## src/rtl/index_selector_pkg.sv

```systemverilog
// rtl/index_selector_pkg.sv - shared types and sizing helper for the index selector
package index_selector_pkg;

  typedef enum logic [1:0] {
    IDLE,
    DELAY,
    REPEAT
  } rpt_state_t;

  // Width of a counter that must hold every debounce/repeat terminal count.
  function automatic int cnt_width(input int a, input int b, input int c);
    int m;
    m = a;
    if (b > m) m = b;
    if (c > m) m = c;
    return $clog2(m + 1);
  endfunction

endpackage

```

## src/rtl/index_selector_btn_debounce_repeat.sv

```systemverilog
// rtl/index_selector_btn_debounce_repeat.sv - button synchroniser, debouncer and auto-repeat strobe
module btn_debounce_repeat
  import index_selector_pkg::*;
#(
  parameter int DEBOUNCE_CYCLES = 65536,
  parameter int REPEAT_DELAY    = 0,
  parameter int REPEAT_RATE     = 1
) (
  input  logic clk,
  input  logic reset,
  input  logic btn_raw,
  output logic db_level,
  output logic step_strobe
);

  localparam int CNT_W = cnt_width(DEBOUNCE_CYCLES, REPEAT_DELAY, REPEAT_RATE);
  localparam logic [CNT_W-1:0] DB_LAST = CNT_W'(DEBOUNCE_CYCLES - 1);
  localparam logic [CNT_W-1:0] RD_LAST = CNT_W'((REPEAT_DELAY > 0) ? REPEAT_DELAY - 1 : 0);
  localparam logic [CNT_W-1:0] RR_LAST = CNT_W'(REPEAT_RATE - 1);

  logic             r_sync0, r_sync1, r_db, r_db_d, r_strobe;
  logic [CNT_W-1:0] r_dcnt, r_rcnt, w_rcnt_next;
  rpt_state_t       r_state, w_state_next;
  logic             w_rise, w_strobe_next;

  always_ff @(posedge clk) begin
    if (!reset) begin
      r_sync0  <= 1'b0;
      r_sync1  <= 1'b0;
      r_db     <= 1'b0;
      r_db_d   <= 1'b0;
      r_dcnt   <= '0;
      r_rcnt   <= '0;
      r_state  <= IDLE;
      r_strobe <= 1'b0;
    end else begin
      r_sync0 <= btn_raw;
      r_sync1 <= r_sync0;
      r_db_d  <= r_db;
      if (r_sync1 == r_db) begin
        r_dcnt <= '0;
      end else if (r_dcnt == DB_LAST) begin
        r_db   <= ~r_db;
        r_dcnt <= '0;
      end else begin
        r_dcnt <= r_dcnt + CNT_W'(1);
      end
      r_state  <= w_state_next;
      r_rcnt   <= w_rcnt_next;
      r_strobe <= w_strobe_next;
    end
  end

  assign w_rise = r_db & ~r_db_d;

  // Strobes are registered, so the index moves one edge after the FSM decides.
  always_comb begin
    w_state_next  = r_state;
    w_rcnt_next   = r_rcnt;
    w_strobe_next = 1'b0;
    if (!r_db) begin
      w_state_next = IDLE;
      w_rcnt_next  = '0;
    end else begin
      case (r_state)
        IDLE: begin
          w_rcnt_next = '0;
          if (w_rise) begin
            w_strobe_next = 1'b1;
            if (REPEAT_DELAY > 0) w_state_next = DELAY;
          end
        end
        DELAY: begin
          if (r_rcnt == RD_LAST) begin
            w_strobe_next = 1'b1;
            w_state_next  = REPEAT;
            w_rcnt_next   = '0;
          end else begin
            w_rcnt_next = r_rcnt + CNT_W'(1);
          end
        end
        REPEAT: begin
          if (r_rcnt == RR_LAST) begin
            w_strobe_next = 1'b1;
            w_rcnt_next   = '0;
          end else begin
            w_rcnt_next = r_rcnt + CNT_W'(1);
          end
        end
        default: begin
          w_state_next = IDLE;
          w_rcnt_next  = '0;
        end
      endcase
    end
  end

  assign db_level    = r_db;
  assign step_strobe = r_strobe;

endmodule

```

## src/rtl/index_selector.sv

```systemverilog
// rtl/index_selector.sv - debounced left/right index selector with wrap/saturate, repeat and load
module index_selector
  import index_selector_pkg::*;
#(
  parameter int NUM_ITEMS       = 4,
  parameter int IDX_W           = $clog2(NUM_ITEMS),
  parameter int DEBOUNCE_CYCLES = 65536,
  parameter int WRAP            = 1,
  parameter int REPEAT_DELAY    = 0,
  parameter int REPEAT_RATE     = 1
) (
  input  logic             clk,
  input  logic             reset,
  input  logic             left_button,
  input  logic             right_button,
  input  logic             load_valid,
  input  logic [IDX_W-1:0] load_index,
  output logic [IDX_W-1:0] index,
  output logic             changed,
  output logic             at_min,
  output logic             at_max
);

  localparam logic [IDX_W-1:0] LAST = IDX_W'(NUM_ITEMS - 1);

  logic [IDX_W-1:0] r_index, w_next;
  logic             r_changed;
  logic             w_up, w_dn;
  logic [1:0]       w_unused_db;

  btn_debounce_repeat #(
    .DEBOUNCE_CYCLES(DEBOUNCE_CYCLES),
    .REPEAT_DELAY   (REPEAT_DELAY),
    .REPEAT_RATE    (REPEAT_RATE)
  ) u_left (
    .clk        (clk),
    .reset      (reset),
    .btn_raw    (left_button),
    .db_level   (w_unused_db[0]),
    .step_strobe(w_dn)
  );

  btn_debounce_repeat #(
    .DEBOUNCE_CYCLES(DEBOUNCE_CYCLES),
    .REPEAT_DELAY   (REPEAT_DELAY),
    .REPEAT_RATE    (REPEAT_RATE)
  ) u_right (
    .clk        (clk),
    .reset      (reset),
    .btn_raw    (right_button),
    .db_level   (w_unused_db[1]),
    .step_strobe(w_up)
  );

  // Ends are compared against LAST explicitly so non-power-of-two counts wrap correctly.
  always_comb begin
    w_next = r_index;
    if (load_valid) begin
      if (load_index <= LAST) w_next = load_index;
    end else if (w_up && !w_dn) begin
      if (r_index == LAST) w_next = (WRAP != 0) ? '0 : r_index;
      else                 w_next = r_index + IDX_W'(1);
    end else if (w_dn && !w_up) begin
      if (r_index == '0) w_next = (WRAP != 0) ? LAST : r_index;
      else               w_next = r_index - IDX_W'(1);
    end
  end

  always_ff @(posedge clk) begin
    if (!reset) begin
      r_index   <= '0;
      r_changed <= 1'b0;
    end else begin
      r_index   <= w_next;
      r_changed <= (w_next != r_index);
    end
  end

  assign index   = r_index;
  assign changed = r_changed;
  assign at_min  = (r_index == '0);
  assign at_max  = (r_index == LAST);

endmodule
```

## config.mk

```make
export PLATFORM = sky130hd
export DESIGN_NAME = index_selector
export DESIGN_NICKNAME = d
export VERILOG_FILES = /design/src/rtl/index_selector_pkg.sv /design/src/rtl/index_selector_btn_debounce_repeat.sv /design/src/rtl/index_selector.sv
export SDC_FILE = /design/constraint.sdc
export NUM_CORES = 1
export LEC_CHECK = 0
export BUFFER_PORTS_ARGS = -buffer_cell sky130_fd_sc_hd__buf_2
export CORE_AREA = 4 4 66 68
export CTS_CLUSTER_DIAMETER = 60
export DETAILED_ROUTE_END_ITERATION = 12
export DIE_AREA = 0 0 70 72
export PLACE_DENSITY = 0.72
export REMOVE_ABC_BUFFERS = 1
export SYNTH_ARGS = -nofsm -noshare
export SYNTH_HDL_FRONTEND = slang
export SYNTH_SLANG_ARGS = --single-unit
```

## constraint.sdc

```tcl
create_clock -name clk -period 5.4 [get_ports clk]
set_input_delay 0.27 -clock clk [delete_from_list [all_inputs] [get_ports clk]]
set_output_delay 0.27 -clock clk [all_outputs]
set_load 0.01 [all_outputs]
```

==> results_dict.tcl, run 1 <==
set metrics [dict create \
    grt_pass1_vias 1322 \
    crit_type "register to register" \
    tns_ps 0 \
    slew_headroom_pct 58.8 \
    fp-row-count 23 \
    drt_first_pass_iters 4 \
    finalPower_mw 0.564 \
    switching_power_mw 0.117 \
    port_buffers 11 \
    period_minus_slack_ps 2300 \
    clkLatencyLatePin_ps 290 \
    grt_usage_pct 14.1 \
    post-route-period-util_pct 42.6 \
    timing_worst_slew_pin_value_ps 616 \
    die_x_um 70 \
    synth_top_family_by_area "simple AND/OR/NAND/NOR gates" \
    hp-class "primary input to register" \
    gp_congestion 0.755 \
    cts_tree "built" \
    antennaDiodeCount 0 \
    seq_area_frac_synth_pct 46.3 \
    end_kind "register" \
    start_util_pct 52.7 \
    ant_nets 0 \
    p_per_area_nw_per_um2 257 \
    r2r_setup_slack_ps 3100 \
    ir_drop_uv 185 \
    fmax_mhz 434 \
    grt_max_degree 18 \
    fin_area_um2 2200 \
    synthToLayoutAreaGrowth_pct 8.13 \
    synth_seq_cells 47 \
    whs_ps 183 \
    die-height_um 72 \
    cts_max_level 2 \
    p_leak_nw 0.783 \
    critPathCapture "u_left.r_dcnt[15]" \
    wl_um 3090 \
    yosys_warnings 0 \
    cts.sinks 47 \
    grt_pass1_wl_um 5660 \
    p_sw_share_pct 20.8 \
    synthCells 221 \
    path_clk_slew_ps 80 \
    drv_slew 0 \
    place_area_um2 2120 \
    worstPathMaxFanout 15 \
    seqPwrFrac_pct 62.5 \
    cts_root_buf "clkbuf_8" \
    drive_above_1_share_pct 9.01 \
    drc_errors 0 \
    synth_fa_ha_area_share_pct 3.70 \
    synth-simple-area-share_pct 29.6 \
    grt-ovfl-total 0 \
    rsz0062_at_grt "false" \
    synth_cell_type_count 38 \
    clock_skew_ps 4.45 \
    wire_per_inst_um 10.9 \
    crit_required_ps 5590 \
    finalSetupViolCount 0 \
    hold_violations 0 \
    drtIter0Drc 37 \
    power.internal_mw 0.446 \
    worst_setup_path_start_kind "register" \
    reg2regPathDepth 8 \
    synth-compound-area-share_pct 5.55 \
    p_comb_share_pct 3.7 \
    cts.path.max_buffers 2 \
    cts_hold_buf 0 \
    syn_area_um2 2030 \
    synth_xor_area_share_pct 9.49 \
    core_area_um2 3860 \
    antenna_found_initial 0 \
    ctsResizeCount 0 \
    vias_per_cell 5.11 \
    cap_violations 0 \
    reg2reg_to "u_left.r_dcnt[15]" \
    dieArea_um2 5040 \
    cts_buffers 5 \
    critPathArrivalTime_ps 2500 \
    io_pins 12 \
    power_frac_clock_pct 33.7 \
    synth.avg_cell_area_um2 9.19 \
    reg2reg_from "u_left.r_dcnt[0]" \
    crit_path_start "u_left.r_dcnt[0]" \
    synth_mux_area_share_pct 2.03 \
    vias 1445 \
    status "finished clean" \
    final_nets 247 \
    dp_hpwl_um 2190 \
    post-cts-setup-buffers 0 \
]
through the flow:
stage | setup slack [ps] | utilization [%] | instances
3_5_place_dp | 3080 | 55.1 | 277
3_3_place_gp | 3180 | 55.1 | 277
4_1_cts | 3070 | 56.9 | 283
5_1_grt | 2910 | 56.9 | 283
2_1_floorplan | 3340 | - | 216
6_report | 3100 | 56.9 | 283
cells by family (layout without fill, tap and decap cells):
group,Yosys count,in the layout
and+or+nand+nor,107,107
DFF,47,47
xor gates and xnor gates,22,22
AOI/OAI and AO/OA,19,19
buffers and inverters,16,28
adders and majority gates,6,6
muxes,4,4
power by group through the flow:
stage | combinational (mW) | sequential, mW | clock, mW
final | 0.0209 | 0.353 | 0.190
after global routing | 0.0243 | 0.353 | 0.214
after CTS | 0.0215 | 0.353 | 0.200
after detailed placement | 0.0214 | 0.361 | 0
after floorplan | 0.0122 | 0.362 | 0
after global placement | 0.0213 | 0.361 | 0
metal layers:
| layer | up-vias | routed length, um | track usage, % |
|---|---|---|---|
| li1 | 775 | - | - |
| met1 | 655 | 1550 | 16.9 |
| met2 | 10 | 1380 | 22.5 |
| met3 | 5 | 80 | 3.74 |
| met4 | 0 | 72 | 8.94 |
| met5 | - | 0 | 0 |
placed cells by master (no fill, tap or decap), drive strengths merged, types with 2 or more instances in the layout:
master / synthesis / layout
nand3: 5 / 5
o21ai: 6 / 6
xnor2: 12 / 12
nor3: 4 / 4
mux2i: 3 / 3
and3: 4 / 4
buf: 3 / 11
inv: 11 / 11
or3: 8 / 8
nor2b: 6 / 6
nor2: 28 / 28
ha: 6 / 6
clkbuf: 2 / 6
and2: 9 / 9
o211ai: 2 / 2
a21oi: 7 / 7
nand4: 13 / 13
nand2: 13 / 13
xor2: 10 / 10
dfxtp: 47 / 47
nand2b: 2 / 2
and4: 2 / 2
nor3b: 2 / 2
nor4: 5 / 5
sequential cells by signal (all words and copies together) (netlist names):
signal,count
u_left.r_dcnt,17
u_right.r_dcnt,17
index,2
changed,1
u_left.db_level,1
u_left.r_db_d,1
u_left.r_sync0,1
u_left.r_sync1,1
u_left.step_strobe,1
u_right.db_level,1
u_right.r_db_d,1
u_right.r_sync0,1
u_right.r_sync1,1
u_right.step_strobe,1
area by class of cell:
class,count,area (um^2)
well taps,50,62.6
flip-flops and latches,47,941
multi-input cells,158,1020
inverters,11,41.3
fillers,343,1660
clock buffers,6,72.6
repair buffers,11,55.1
Yosys cell counts:
master / n / area share [%]
or3_1: 8 / 2.5
o21a_1: 1 / 0.37
a211o_1: 1 / 0.43
o21ai_0: 6 / 1.5
mux2_2: 1 / 0.55
nand2_1: 13 / 2.4
o32ai_1: 1 / 0.43
nand3_1: 5 / 1.2
nor3b_1: 2 / 0.74
xor2_1: 10 / 4.3
o211ai_1: 2 / 0.74
a21oi_1: 7 / 1.7
nor3_1: 4 / 0.99
nand3b_1: 1 / 0.37
clkbuf_1: 2 / 0.37
or4b_1: 1 / 0.49
inv_1: 11 / 2.0
or2_2: 1 / 0.31
and2_1: 9 / 2.8
and2b_1: 1 / 0.37
buf_4: 1 / 0.37
ha_1: 6 / 3.7
nor2b_1: 6 / 1.8
and3_1: 4 / 1.2
nand4_2: 2 / 1.2
and3b_1: 1 / 0.43
o31ai_1: 1 / 0.37
buf_2: 2 / 0.49
or3b_1: 1 / 0.43
dfxtp_1: 47 / 46
nor2_1: 28 / 5.2
xnor2_1: 12 / 5.2
and4_1: 2 / 0.86
nand4_1: 11 / 3.4
nand2b_1: 2 / 0.62
nor4_4: 1 / 1.0
mux2i_1: 3 / 1.5
nor4_1: 4 / 1.2
worst min path at each step:
stage | start | endpoint | depth (start not counted)
after floorplan | u_left.r_db_d | u_left.step_strobe | 1
after global placement | u_left.r_db_d | u_left.step_strobe | 1
after detailed placement | u_left.r_db_d | u_left.step_strobe | 1
after CTS | right_button | u_right.r_sync0 | 2
after global routing | left_button | u_left.r_sync0 | 2
final | left_button | u_left.r_sync0 | 2
critical path: stages (launching register included):
cell and delay [ps]:
dfxtp_1 370, ha_1 200, and3_1 260, nand4_2 170, nor4_1 300, ha_1 260, or3b_1 440, a211o_1 160
nand2_1 40
Power figures use the tool's default switching activity.
==> run 2, diff against run 1 <==
--- a/config.mk
+++ b/config.mk
@@ -6,10 +6,10 @@
 export NUM_CORES = 1
 export LEC_CHECK = 0
 export BUFFER_PORTS_ARGS = -buffer_cell sky130_fd_sc_hd__buf_2
-export CORE_AREA = 4 4 66 68
+export CORE_AREA = 4 4 67 69
 export CTS_CLUSTER_DIAMETER = 60
 export DETAILED_ROUTE_END_ITERATION = 12
-export DIE_AREA = 0 0 70 72
+export DIE_AREA = 0 0 71 73
 export PLACE_DENSITY = 0.72
 export REMOVE_ABC_BUFFERS = 1
 export SYNTH_ARGS = -nofsm -noshare
==> constraint.sdc (replaced) <==
create_clock -name clk -period 1.85 [get_ports clk]
set_input_delay 0.0925 -clock clk [delete_from_list [all_inputs] [get_ports clk]]
set_output_delay 0.0925 -clock clk [all_outputs]
set_load 0.01 [all_outputs]
==> results_dict.tcl, run 2 (synthesized netlist as in run 1, its figures left out) <==
set metrics [dict create \
    status "finished clean" \
    whs_path_depth 2 \
    fp-row-count 23 \
    fin_area_um2 2430 \
    crit_required_ps 2030 \
    grt-ovfl-total 0 \
    reg2regPathDepth 8 \
    critPathArrivalTime_ps 1980 \
    dp_hpwl_um 2320 \
    vias 1540 \
    crit_type "register to register" \
    wl_um 3440 \
    die_x_um 71 \
    cts_hold_buf 0 \
    post-route-period-util_pct 97.3 \
    cts_root_buf "clkbuf_8" \
    worst_setup_path_start_kind "register" \
    finalPower_mw 1.68 \
    io_pins 12 \
    drtIter0Drc 88 \
    clkLatencyLatePin_ps 280 \
    clock_skew_ps 5.82 \
    path_clk_slew_ps 80 \
    vias_per_cell 5.12 \
    dieArea_um2 5180 \
    grt_usage_pct 13.8 \
    ir_drop_uv 422 \
    worstPathMaxFanout 7 \
    fmax_mhz 556 \
    p_per_area_nw_per_um2 691 \
    drc_errors 0 \
    port_buffers 11 \
    die-height_um 73 \
    cts.path.max_buffers 2 \
    final_cell_mix "dfxtp_1, nor2_1, nand2_1, buf_4, xnor2_1" \
    cts_tree "built" \
    ant_nets 0 \
    gp_congestion 0.777 \
    slew_headroom_pct 73.7 \
    period_minus_slack_ps 1800 \
    cap_violations 0 \
    synthToLayoutAreaGrowth_pct 19.6 \
    drive_above_1_share_pct 19.5 \
    drv_slew 0 \
    antenna_found_initial 0 \
    cts.sinks 47 \
    antennaDiodeCount 0 \
    hp-class "primary input to register" \
    wire_per_inst_um 11.4 \
    whs_ps 17.8 \
    timing_worst_slew_pin_value_ps 393 \
    finalSetupViolCount 0 \
    grt_pass1_wl_um 5920 \
    place_area_um2 2250 \
    core_area_um2 3910 \
    cts_max_level 2 \
    final_nets 263 \
    worst_slack_ps 50.6 \
    cts_buffers 5 \
    hold_violations 0 \
    place_ws_ps 28.9 \
    utilization_pct 62.1 \
    grt_max_degree 18 \
    start_util_pct 51.9 \
    final_common_cell "dfxtp_1" \
    grt_pass1_vias 1423 \
    drt_first_pass_iters 5 \
    end_kind "register" \
    p_leak_nw 0.904 \
]
## run 2: metal layers
layer / global-route usage (%) / vias to the layer above / routed length (um)
met5: 0 / - / 0
met4: 5.01 / 0 / 51
met3: 2.89 / 4 / 57
met2: 22.9 / 16 / 1710
met1: 17.9 / 708 / 1630
li1: - / 812 / -
## run 2: worst max-delay path, stage by stage, from the launching register on
cell	delay [ps]
dfxtp_2	360
ha_4	140
and3_4	190
nand4_4	100
nor4_2	320
ha_2	240
or3b_4	170
clkbuf_16	150
nor2_1	40
## run 2: cell type report
| cell class | count | area, um^2 |
|---|---|---|
| sequential | 47 | 943 |
| inverter | 11 | 41.3 |
| multi-input combinational | 158 | 1080 |
| timing repair buffer | 27 | 218 |
| clock buffer | 7 | 76.3 |
| tap | 50 | 62.6 |
| fill | 338 | 1490 |
| clock inverter | 1 | 5.00 |
## run 2: repair_timing
item / in CTS / in global routing
buffers inserted: 0 / 0
endpoints found under the setup margin: 0 / 34
resized for setup: 0 / 17
## run 2: where the power goes
group | internal (mW) | leakage [nW] | total, mW | switching (mW)
clock | 0.266 | 0.0422 | 0.574 | 0.309
combinational | 0.0398 | 0.480 | 0.0761 | 0.0363
sequential | 1.02 | 0.381 | 1.03 | 0.00591
total | 1.33 | 0.904 | 1.68 | 0.351
## run 2: path summary, 6_finish.rpt
kind	endpoint	slack [ps]	from
worst max-delay path	u_left.r_dcnt[2]	50	u_left.r_dcnt[0]
worst min-delay path	u_right.r_sync0	20	right_button
worst max register to register	u_left.r_dcnt[2]	50	u_left.r_dcnt[0]
worst min register to register	u_right.step_strobe	390	u_right.r_db_d
## run 2: per-stage QoR
step | cells | TNS [ps]
2_1_floorplan | 216 | -868
3_3_place_gp | 292 | 0
4_1_cts | 300 | 0
6_report | 301 | 0
5_1_grt | 301 | -333
3_5_place_dp | 292 | 0
==> run 3, diff against run 2 <==
--- a/config.mk
+++ b/config.mk
@@ -6,10 +6,10 @@
 export NUM_CORES = 1
 export LEC_CHECK = 0
 export BUFFER_PORTS_ARGS = -buffer_cell sky130_fd_sc_hd__buf_2
-export CORE_AREA = 4 4 67 69
+export CORE_AREA = 4 4 71 66
 export CTS_CLUSTER_DIAMETER = 60
 export DETAILED_ROUTE_END_ITERATION = 12
-export DIE_AREA = 0 0 71 73
+export DIE_AREA = 0 0 75 70
 export PLACE_DENSITY = 0.72
 export REMOVE_ABC_BUFFERS = 1
 export SYNTH_ARGS = -nofsm -noshare
==> results_dict.tcl, run 3 (synthesized netlist as in run 1, its figures left out) <==
set metrics [dict create \
    status "finished clean" \
    io_pins 12 \
    crit_required_ps 2070 \
    crit_type "register to register" \
    vias_per_cell 5.06 \
    gp_congestion 0.840 \
    cts_max_level 2 \
    die-height_um 70 \
    dieArea_um2 5250 \
    port_buffers 11 \
    slew_headroom_pct 71.1 \
    worst_setup_path_start_kind "register" \
    p_leak_nw 0.905 \
    period_minus_slack_ps 1750 \
    max_stage_delay_ps 400 \
    vias 1528 \
    crit_family "simple AND/OR/NAND/NOR gates" \
    synthToLayoutAreaGrowth_pct 19.0 \
    cap_violations 0 \
    critPathArrivalTime_ps 1970 \
    drtIter0Drc 80 \
    fin_area_um2 2420 \
    worstPathMaxFanout 14 \
    cts.sinks 47 \
    start_util_pct 50.9 \
    hold_violations 0 \
    drc_errors 0 \
    path_buf_inv 1 \
    final_common_cell "dfxtp_1" \
    wire_per_inst_um 11.1 \
    p_per_area_nw_per_um2 700 \
    hp-class "primary input to register" \
    cts_root_buf "clkbuf_8" \
    cts.path.max_buffers 2 \
    ant_nets 0 \
    antenna_found_initial 0 \
    drt_first_pass_iters 4 \
    fillCellCount 341 \
    core_area_um2 3990 \
    crit_chain "ha_1 -> and3_4 -> nand4_4 -> nor4_2 -> ha_2 -> or3b_4 -> buf_6 -> nor2_1" \
    timing_worst_slew_pin_value_ps 432 \
    fp-row-count 22 \
    grt_max_degree 18 \
    post-route-period-util_pct 94.4 \
    grt-ovfl-total 0 \
    grt_usage_pct 14.1 \
    cts_buffers 5 \
    whs_ps 144 \
    seqCellArea_um2 943 \
    antennaDiodeCount 0 \
    end_kind "register" \
    final_cell_mix "dfxtp_1, nor2_1, buf_4, nand2_1, xnor2_1" \
    placed_cells 292 \
    die_x_um 75 \
    grt_pass1_wl_um 5730 \
    ir_drop_uv 516 \
    cts_tree "built" \
    post-cts-setup-buffers 0 \
    grt_pass1_vias 1332 \
    clock_skew_ps 12.9 \
    clkLatencyLatePin_ps 300 \
    path_clk_slew_ps 80 \
    multi_input_area_um2 1070 \
    dp_hpwl_um 2480 \
    drive_above_1_share_pct 19.3 \
    slowest_stage "or3b_4" \
    final_nets 266 \
    final_cells 302 \
    place_area_um2 2260 \
    finalSetupViolCount 0 \
    fmax_mhz 573 \
    utilization_pct 60.6 \
    drv_slew 0 \
    wl_um 3370 \
]
## run 3: cell count changes in the layout (fill, tap and decap cells not counted), sizes merged
cell / before / now
buf: 26 / 28
clkbuf: 8 / 6
dlygate4sd3: 0 / 2
clkinvlp: 0 / 1
## run 3: final cells by class
cell class	instances	share of cell area, %
timing repair buffer	30	9.06
sequential	47	39.0
clock inverter	2	0.518
inverter	11	1.71
multi-input combinational	158	44.2
clock buffer	6	3.00
tap	48	2.48
## run 3: worst paths after layout
kind                    start                  to  slack (ps)  cells after the start
max reg2reg  u_left.r_dcnt[0]    u_left.r_dcnt[0]         100                      8
min                     reset            index[0]         140                      2
max          u_left.r_dcnt[0]    u_left.r_dcnt[0]         100                      8
min reg2reg     u_left.r_db_d  u_left.step_strobe         380                      1
## run 3: power breakdown
| part | internal, mW | leakage (nW) | total (mW) | switching (mW) |
|---|---|---|---|---|
| clock | 0.264 | 0.0412 | 0.588 | 0.324 |
| sequential | 1.02 | 0.381 | 1.03 | 0.00586 |
| combinational | 0.0389 | 0.483 | 0.0760 | 0.0371 |
## run 3: layer usage
metal | wire [um] | GRT usage [%]
met1 | 1700 | 18.2
met2 | 1460 | 20.5
met3 | 128 | 4.32
met4 | 78 | 7.71
met5 | 0 | 0
## run 3: through the flow
step                      power (mW)  setup slack (ps)  TNS [ps]
final                           1.69               104         0
after global routing            1.77             -4.60     -5.77
after CTS                       1.72              9.86         0
after detailed placement        1.12              23.0         0
after global placement          1.12              76.9         0
after floorplan                 1.09              -206      -868
## run 3: timing repair
item,in CTS,in global routing
endpoints found under the setup margin,0,34
gates resized for setup,0,12
hold buffers,2,0
endpoints found under the hold margin,2,0
## run 3: worst reg2reg max path: stages (launching register included)
cell	delay, ps
dfxtp_2	320
ha_1	200
and3_4	160
nand4_4	80
nor4_2	50
ha_2	200
or3b_4	400
buf_6	160
nor2_1	100
